**src/rtl/cpu_defs.sv**
```systemverilog
// Shared core definitions: memory-bridge FSM encoding and AXI3 constants used by
// both the instruction-side and data-side bridges.
package cpu_defs;

  typedef enum logic [2:0] {
    StIdle,
    StRdA,
    StRdD,
    StWrAw,
    StWrResp,
    StDone
  } mem_state_e;

  localparam logic [7:0] AxiLenSingle   = 8'd0;
  localparam logic [1:0] AxiBurstIncr   = 2'b01;
  localparam logic [3:0] AxiRdIdDefault = 4'd1;
  localparam logic [3:0] AxiWrIdDefault = 4'd1;

  // Byte/half/word request size to AXI AxSIZE encoding.
  function automatic logic [2:0] axi_size(input logic [1:0] me_size);
    return {1'b0, me_size};
  endfunction

endpackage

```
**src/rtl/dmem_axi_bridge.sv**
```systemverilog
// Data-side memory port: turns one ME-stage load/store into a single-beat AXI3
// read or write, stalling the pipeline until the transaction completes.
module dmem_axi_bridge
  import cpu_defs::*;
#(
  parameter logic [3:0] RD_ID = AxiRdIdDefault,
  parameter logic [3:0] WR_ID = AxiWrIdDefault
) (
  input  logic        clk,
  input  logic        resetn,
  input  logic        ME_MemEn,
  input  logic [3:0]  ME_MemWen,
  input  logic [31:0] ME_Addr,
  input  logic [1:0]  ME_Size,
  input  logic [31:0] ME_WData,
  input  logic        ME_Except,
  output logic        ME_ReqStall,
  output logic [31:0] ME_RData,
  output logic [3:0]  arid,
  output logic [31:0] araddr,
  output logic [7:0]  arlen,
  output logic [2:0]  arsize,
  output logic [1:0]  arburst,
  output logic        arvalid,
  input  logic        arready,
  input  logic [31:0] rdata,
  input  logic [1:0]  rresp,
  input  logic        rlast,
  input  logic        rvalid,
  output logic        rready,
  output logic [3:0]  awid,
  output logic [31:0] awaddr,
  output logic [7:0]  awlen,
  output logic [2:0]  awsize,
  output logic [1:0]  awburst,
  output logic        awvalid,
  input  logic        awready,
  output logic [3:0]  wid,
  output logic [31:0] wdata,
  output logic [3:0]  wstrb,
  output logic        wlast,
  output logic        wvalid,
  input  logic        wready,
  input  logic [1:0]  bresp,
  input  logic        bvalid,
  output logic        bready
);

  mem_state_e  state_q, state_d;
  logic [31:0] addr_q, addr_d;
  logic [31:0] wdata_q, wdata_d;
  logic [31:0] rdata_q, rdata_d;
  logic [3:0]  wstrb_q, wstrb_d;
  logic [2:0]  size_q, size_d;
  logic        discard_q, discard_d;
  logic        aw_done_q, aw_done_d;
  logic        w_done_q, w_done_d;
  logic        req, busy, aw_hs, w_hs, drop;
  logic        unused_axi;

  assign req   = ME_MemEn & ~ME_Except;
  assign busy  = (state_q != StIdle) && (state_q != StDone);
  assign aw_hs = awvalid & awready;
  assign w_hs  = wvalid & wready;
  // The owning instruction was flushed earlier in this transaction or is being flushed now.
  assign drop  = discard_q | ME_Except;

  always_comb begin
    state_d   = state_q;
    addr_d    = addr_q;
    wdata_d   = wdata_q;
    rdata_d   = rdata_q;
    wstrb_d   = wstrb_q;
    size_d    = size_q;
    discard_d = discard_q | (busy & ME_Except);
    aw_done_d = aw_done_q;
    w_done_d  = w_done_q;

    unique case (state_q)
      StIdle: begin
        discard_d = 1'b0;
        if (req) begin
          addr_d    = ME_Addr;
          size_d    = axi_size(ME_Size);
          aw_done_d = 1'b0;
          w_done_d  = 1'b0;
          if (ME_MemWen == 4'b0000) begin
            state_d = StRdA;
          end else begin
            state_d = StWrAw;
            wdata_d = ME_WData;
            wstrb_d = ME_MemWen;
          end
        end
      end
      StRdA: begin
        if (arready) state_d = StRdD;
      end
      StRdD: begin
        if (rvalid) begin
          discard_d = 1'b0;
          if (drop) begin
            state_d = StIdle;
          end else begin
            rdata_d = rdata;
            state_d = StDone;
          end
        end
      end
      StWrAw: begin
        aw_done_d = aw_done_q | aw_hs;
        w_done_d  = w_done_q | w_hs;
        if (aw_done_d && w_done_d) state_d = StWrResp;
      end
      StWrResp: begin
        if (bvalid) begin
          discard_d = 1'b0;
          state_d   = drop ? StIdle : StDone;
        end
      end
      StDone: begin
        discard_d = 1'b0;
        state_d   = StIdle;
      end
      default: state_d = StIdle;
    endcase
  end

  always_ff @(posedge clk or negedge resetn) begin
    if (!resetn) begin
      state_q   <= StIdle;
      addr_q    <= 32'h0;
      wdata_q   <= 32'h0;
      rdata_q   <= 32'h0;
      wstrb_q   <= 4'h0;
      size_q    <= 3'h0;
      discard_q <= 1'b0;
      aw_done_q <= 1'b0;
      w_done_q  <= 1'b0;
    end else begin
      state_q   <= state_d;
      addr_q    <= addr_d;
      wdata_q   <= wdata_d;
      rdata_q   <= rdata_d;
      wstrb_q   <= wstrb_d;
      size_q    <= size_d;
      discard_q <= discard_d;
      aw_done_q <= aw_done_d;
      w_done_q  <= w_done_d;
    end
  end

  // DONE releases the stall for exactly one cycle so the instruction advances.
  assign ME_ReqStall = (state_q == StIdle) ? req : (state_q != StDone);
  assign ME_RData    = rdata_q;

  assign arid    = RD_ID;
  assign araddr  = addr_q;
  assign arlen   = AxiLenSingle;
  assign arsize  = size_q;
  assign arburst = AxiBurstIncr;
  assign arvalid = (state_q == StRdA);
  assign rready  = (state_q == StRdD);

  assign awid    = WR_ID;
  assign awaddr  = addr_q;
  assign awlen   = AxiLenSingle;
  assign awsize  = size_q;
  assign awburst = AxiBurstIncr;
  assign awvalid = (state_q == StWrAw) & ~aw_done_q;

  assign wid     = WR_ID;
  assign wdata   = wdata_q;
  assign wstrb   = wstrb_q;
  assign wlast   = 1'b1;
  assign wvalid  = (state_q == StWrAw) & ~w_done_q;
  assign bready  = (state_q == StWrResp);

  assign unused_axi = ^{rresp, rlast, bresp};

endmodule

```
**config.mk**
```make
export PLATFORM = sky130hd
export DESIGN_NAME = dmem_axi_bridge
export DESIGN_NICKNAME = d
export VERILOG_FILES = /design/src/rtl/cpu_defs.sv /design/src/rtl/dmem_axi_bridge.sv
export SDC_FILE = /design/constraint.sdc
export NUM_CORES = 1
export LEC_CHECK = 0
export BUFFER_PORTS_ARGS = -buffer_cell sky130_fd_sc_hd__buf_2
export CAP_MARGIN = 20
export CORE_AREA = 2 2 114 116
export CTS_BUF_LIST = sky130_fd_sc_hd__clkbuf_4 sky130_fd_sc_hd__clkbuf_8
export CTS_CLUSTER_SIZE = 12
export DETAILED_ROUTE_END_ITERATION = 12
export DIE_AREA = 0 0 116 118
export HOLD_SLACK_MARGIN = 0.08
export PLACE_DENSITY = 0.74
export SYNTH_ARGS = -nofsm -noshare
export SYNTH_HDL_FRONTEND = slang
export SYNTH_SLANG_ARGS = --single-unit
```
**constraint.sdc**
```tcl
create_clock -name clk -period 2.8 [get_ports clk]
set_input_delay 0.84 -clock clk [delete_from_list [all_inputs] [get_ports clk]]
set_output_delay 0.84 -clock clk [all_outputs]
set_load 0.01 [all_outputs]
```
### After elaboration in Yosys (flattened, before gate mapping)

Index checks and enable logic that the tools add are counted.

* bits in registers: 108
* bits in latches: 0
* bits in writable memories: 0
* bits in read-only memories: 0
* input bits: 116
* word-level logic and storage cells: 62
* memories: 0

* $add $sub $neg: 0
* $mul: 0
* div/mod/pow operators: 0
* $lt $le $gt $ge: 0
* equal/unequal tests: 11
* shifts and indexed selects: 0
* mux-type cells: 15
* bitwise operators: 15
* reductions and logical operators: 12

Operator list (number)
* 3-bit two-way mux: 6
* 3-bit one-hot mux with 5 select lines: 1
* 2-bit != test, second input constant: 4
* 1-bit AND: 6
* 3-bit by 2-bit equality test with 1-bit output, second input constant: 2
* 3-bit equality test, second input constant: 2
* 3-bit AND reduction: 2
* 1-bit NOT: 5
* 5-bit AND reduction: 1
* 4-bit zero test: 1
* 1-bit two-way mux: 4
* 1-bit OR: 4
* 1-bit one-hot mux with 2 select lines: 2
* 2-bit AND reduction: 2
* 3-bit by 1-bit equality test with 1-bit output, second input constant: 1
* 3-bit zero test: 1
* 3-bit != test, second input constant: 1
* 1-bit one-hot mux with 3 select lines: 1
* 3-bit nonzero test: 1
* 1-bit logical AND: 2
* 2-bit two-way mux: 1
* 2-bit by 1-bit != test with 1-bit output, second input constant: 1
* 2-bit nonzero test: 1
* 2-bit OR reduction: 1

### Longest topological paths before layout

* depth in word-level cells: 7
* depth in mapped cells: 6
* mapped depth without buffers: 4

### Worst setup path after synthesis

Ideal clock, no wire load.

* path kind: input -> register
* start: input port ME_Except
* end: register wdata_q[0] (netlist: wdata[0])
* library setup time: 125 ps
* arrival time: 2176 ps
* required time: 2675 ps
* slack: 499 ps
* stages on the path: 6
* buffers on the path: 2
* cell sequence: or4b_4 nor2_2 and2_1 buf_6 buf_12 mux2_4

* word-level cells in the longest chain between the ends: 3

RTL lines
* from (decl): line dmem_axi_bridge.sv:16 `input logic ME_Except,`
* 1-bit NOT: line dmem_axi_bridge.sv:61 `assign req = ME_MemEn & ~ME_Except;`
* 1-bit AND: line dmem_axi_bridge.sv:61
* 3-bit AND reduction (no line)
* to (signal assigned): line dmem_axi_bridge.sv:143 `wdata_q <= wdata_d;`
* to (decl): line dmem_axi_bridge.sv:51 `logic [31:0] wdata_q, wdata_d;`

Every way passes these cells.
A chain may end at the register's enable or synchronous reset.

### Final worst setup path

* start: register state_q[0]
* end: output port ME_ReqStall

* word-level cells in the longest chain between the ends: 2
* elaborated cells on any way between the ends: 3

RTL lines
* from (decl): line dmem_axi_bridge.sv:49 `mem_state_e state_q, state_d;`
* from (signal assigned): line dmem_axi_bridge.sv:131 `state_q <= StIdle;`
* from (signal assigned): line dmem_axi_bridge.sv:141 `state_q <= state_d;`
* 3-bit != test / 3-bit zero test (equally long branches): line dmem_axi_bridge.sv:154 `assign ME_ReqStall = (state_q == StIdle) ? req : (state_q != StDone);`
* 1-bit two-way mux *: line dmem_axi_bridge.sv:154
* to (decl): line dmem_axi_bridge.sv:17 `output logic ME_ReqStall,`

Every way passes the cells marked *; elsewhere a longest branch is shown, timed or not.

==> summary.txt <==
Die
  • Die Ht: 118 um
  • Num rows: 41
  • CORE AREA: 0.0124 mm^2
  • Die W: 116 um
  • Starting Density: 0.396
  • Ports: 293
  • Die area: 0.0137 mm^2

Clock network
  • Root buffer cell: clkbuf_8
  • Num CTS Buffers: 9
  • Clock Tree Buf Depth: 2
  • Hold Buf Count CTS: 0
  • Clock tree from TritonCTS: yes
  • CTS sink cnt: 108
  • Clock insertion delay at the later pin of the skew report: 380 ps
  • Worst-path clk slew: 100 ps
  • Total number of H-tree levels: 3
  • Post_cts resized: 0
  • Post-CTS setup buffers: 0

Global route
  • M2 GR Usage: 0.273
  • Initial antenna violation count: 0
  • Vias in the first global route: 3408
  • Largest net degree at the start of global routing: 58
  • GR peak layer: met2
  • First-pass GRT wire length: 16500 um
  • Met3 Track Usage GR: 0.0566
  • Total GRT Usage: 0.153
  • Gr ovfl total: 0
  • Met1 Use GR: 0.163

Synth
  • Compound-Gate Fraction of Synth Area: 0.0232
  • Synth Cell Area: 0.00491 mm^2
  • Post-synthesis sequential area ratio: 0.550
  • Post-synthesis adder-cell area fraction: 0
  • Synth Flop Type: dfrtp_1
  • Synth top area cells: dfrtp_1 55%, mux2_2 17%, buf_4 11%
  • Syn_area_per_cell: 14.3 um^2
  • Library cells used by synthesis: 31
  • Post-Synth XOR/XNOR Area: 0
  • Yosys reg bits: 108
  • Post-Synth Simple-Gate Area: 0.0316
  • Top cell type's share of synthesized area: 0.550
  • Number of enable flip-flop cells after synthesis: 0
  • Post-synth top area cell: dfrtp_1
  • Ys async rst share: 1.00
  • Main combinational cell family by area after synthesis: multiplexers
  • Yosys warnings: 0
  • Post-Syn Instances: 343
  • Multiplexer area fraction after synthesis: 0.257

STA
  • Final worst slack: 256 ps
  • Post-route minimum period: 2540 ps
  • Skew final: 9.98 ps
  • Achievable frequency: 393 MHz
  • Slew @ Worst Pin: 535 ps
  • Rel. slew slack: 0.644
  • Fin crit share: 0.908
  • # setup viols final: 0
  • Final slew viol count: 0
  • Final Hold Vio Count: 0
  • Fin Setup TNS: 0 ps
  • RSZ-0062 raised after global routing: no

Pwr
  • PwrDens: 1120 mW/mm^2
  • P_leak: 3.20 nW
  • VDD IR max: 477 uV

Critical path
  • FF-to-FF path depth: 5
  • Crit path to: ME_ReqStall
  • Crit-path slowest cell: dfrtp_1
  • Worst Setup Start Kind: flip-flop
  • Crit path max-delay family: flip-flops
  • CP cell instances: nor3_1, a21oi_1, or2_2, buf_2
  • Worst path depth: 4
  • CP arrival: 1700 ps
  • Critical path type: flip-flop to primary output
  • CP peak stage delay: 590 ps
  • Reg2reg end: wdata[17]$_DFFE_PN0P_
  • Worst Path Buf+Inv: 1
  • Worst reg2reg path startpoint: state_q[2]$_DFFE_PN0P_
  • Crit. Startpoint: state_q[0]$_DFFE_PN0P_
  • Worst R2R Setup Slack: 630 ps
  • Crit path required time: 1960 ps
  • Critical Path End Type: primary output
  • Crit path max fanout: 17

Final layout
  • Area growth, synth to finish: 25.5%
  • Share of post-route cells with drive strength above 1: 0.674
  • Nets: 676
  • Ant diodes: 0
  • Fill count: 1141

Placed design
  • Routability cong.: 0.714
  • Hpwl dp: 8170 um
  • Worst slack at placement: 184 ps
  • IO Port Bufs: 252

Detailed routing
  • Initial DRC Count: 138
  • Vias per inst: 4.40
  • WL per Instance: 14.3 um
  • TritonRoute pass-1 iters: 4
  • Remaining antenna violation count: 0
  • Vias: 3245
  • Routed WL: 10600 um
  • DRC viols: 0

Min path
  • Hold Crit Class: primary input to asynchronous set/reset pin

Run status
  • Status: completed

Job
  • Max-cap violations: 0
cell families (layout without fill, tap and decap cells):
kind of cell | Yosys count | in the layout
AO/OA/AOI/OAI | 19 | 19
buffers and inverters | 87 | 276
flip-flops | 108 | 108
multiplexers | 102 | 102
other | 2 | 35
AND/OR/NAND/NOR | 25 | 25
worst min-delay path by stage:
stage                              from                  endpoint  slack, ps  cells after the start
2_1_floorplan       discard_q$_DFF_PN0_       discard_q$_DFF_PN0_        500                      2
3_3_place_gp       wstrb[1]$_DFFE_PN0P_      wstrb[1]$_DFFE_PN0P_        480                      1
3_5_place_dp   ME_RData[21]$_DFFE_PN0P_  ME_RData[21]$_DFFE_PN0P_        490                      1
4_1_cts                          resetn  ME_RData[11]$_DFFE_PN0P_        390                      1
5_1_grt                          resetn  ME_RData[20]$_DFFE_PN0P_        400                      1
6_report                         resetn   ME_RData[1]$_DFFE_PN0P_        400                      1
final cells by class:
type | instances | area [um^2] | area share
sequential | 108 | 2700 | 0.438
multi-input combinational | 181 | 1670 | 0.270
timing repair buffer | 257 | 1340 | 0.217
tap | 172 | 215 | 0.0349
clock buffer | 10 | 138 | 0.0223
clock inverter | 6 | 93.8 | 0.0152
inverter | 3 | 11.3 | 0.00183
report_power, final:
| part | total [mW] | internal [mW] | switching (mW) |
|---|---|---|---|
| clock | 1.08 | 0.536 | 0.544 |
| sequential | 2.83 | 2.33 | 0.497 |
| combinational | 2.99 | 1.61 | 1.37 |
| total | 6.89 | 4.48 | 2.41 |
per-layer routing:
metal,up-vias,wire [um]
met3,20,912
li1,1501,-
met5,-,0
met2,160,5520
met1,1564,3900
met4,0,219
registers in the layout, indices dropped and copies added, names as in the netlist:
register   cells
araddr        32
discard_q      1
ME_RData      32
wdata         32
wstrb          4
arsize         2
aw_done_q      1
w_done_q       1
state_q        3
cells in the mapped netlist, drive strengths merged (3+ instances only):
| cell type | instances |
|---|---|
| dfrtp | 108 |
| buf | 81 |
| mux2 | 102 |
| clkbuf | 3 |
| nor3 | 5 |
| nor2b | 5 |
| o21ai | 4 |
| nor2 | 4 |
| inv | 3 |
| a21oi | 9 |
per-stage QoR:
step	instance area [um^2]	hold slack (ps)	power (mW)	cells	util
finish	6170	399	6.89	737	0.497
global route	6170	404	7.36	737	0.497
CTS	6170	387	7.00	737	0.497
detailed placement	5940	488	5.89	721	0.478
global placement	5940	482	5.78	721	0.478
floorplan	5040	501	4.93	376	-
layout by cell type (no fill, tap or decap), drive strengths merged:
master / synthesis / routed
a21boi: 1 / 1
a21oi: 9 / 9
a22o: 2 / 2
and2: 1 / 1
buf: 81 / 257
bufinv: 0 / 2
clkbuf: 3 / 10
clkinv: 0 / 1
clkinvlp: 0 / 1
conb: 2 / 35
dfrtp: 108 / 108
inv: 3 / 5
mux2: 102 / 102
nand2: 2 / 2
nand2b: 1 / 1
nand3: 1 / 1
nor2: 4 / 4
nor2b: 5 / 5
nor3: 5 / 5
nor3b: 2 / 2
o2111ai: 1 / 1
o21ai: 4 / 4
o221ai: 1 / 1
o22ai: 1 / 1
or2: 1 / 1
or4: 2 / 2
or4b: 1 / 1
Note: power is estimated with default switching activity, not from simulation.
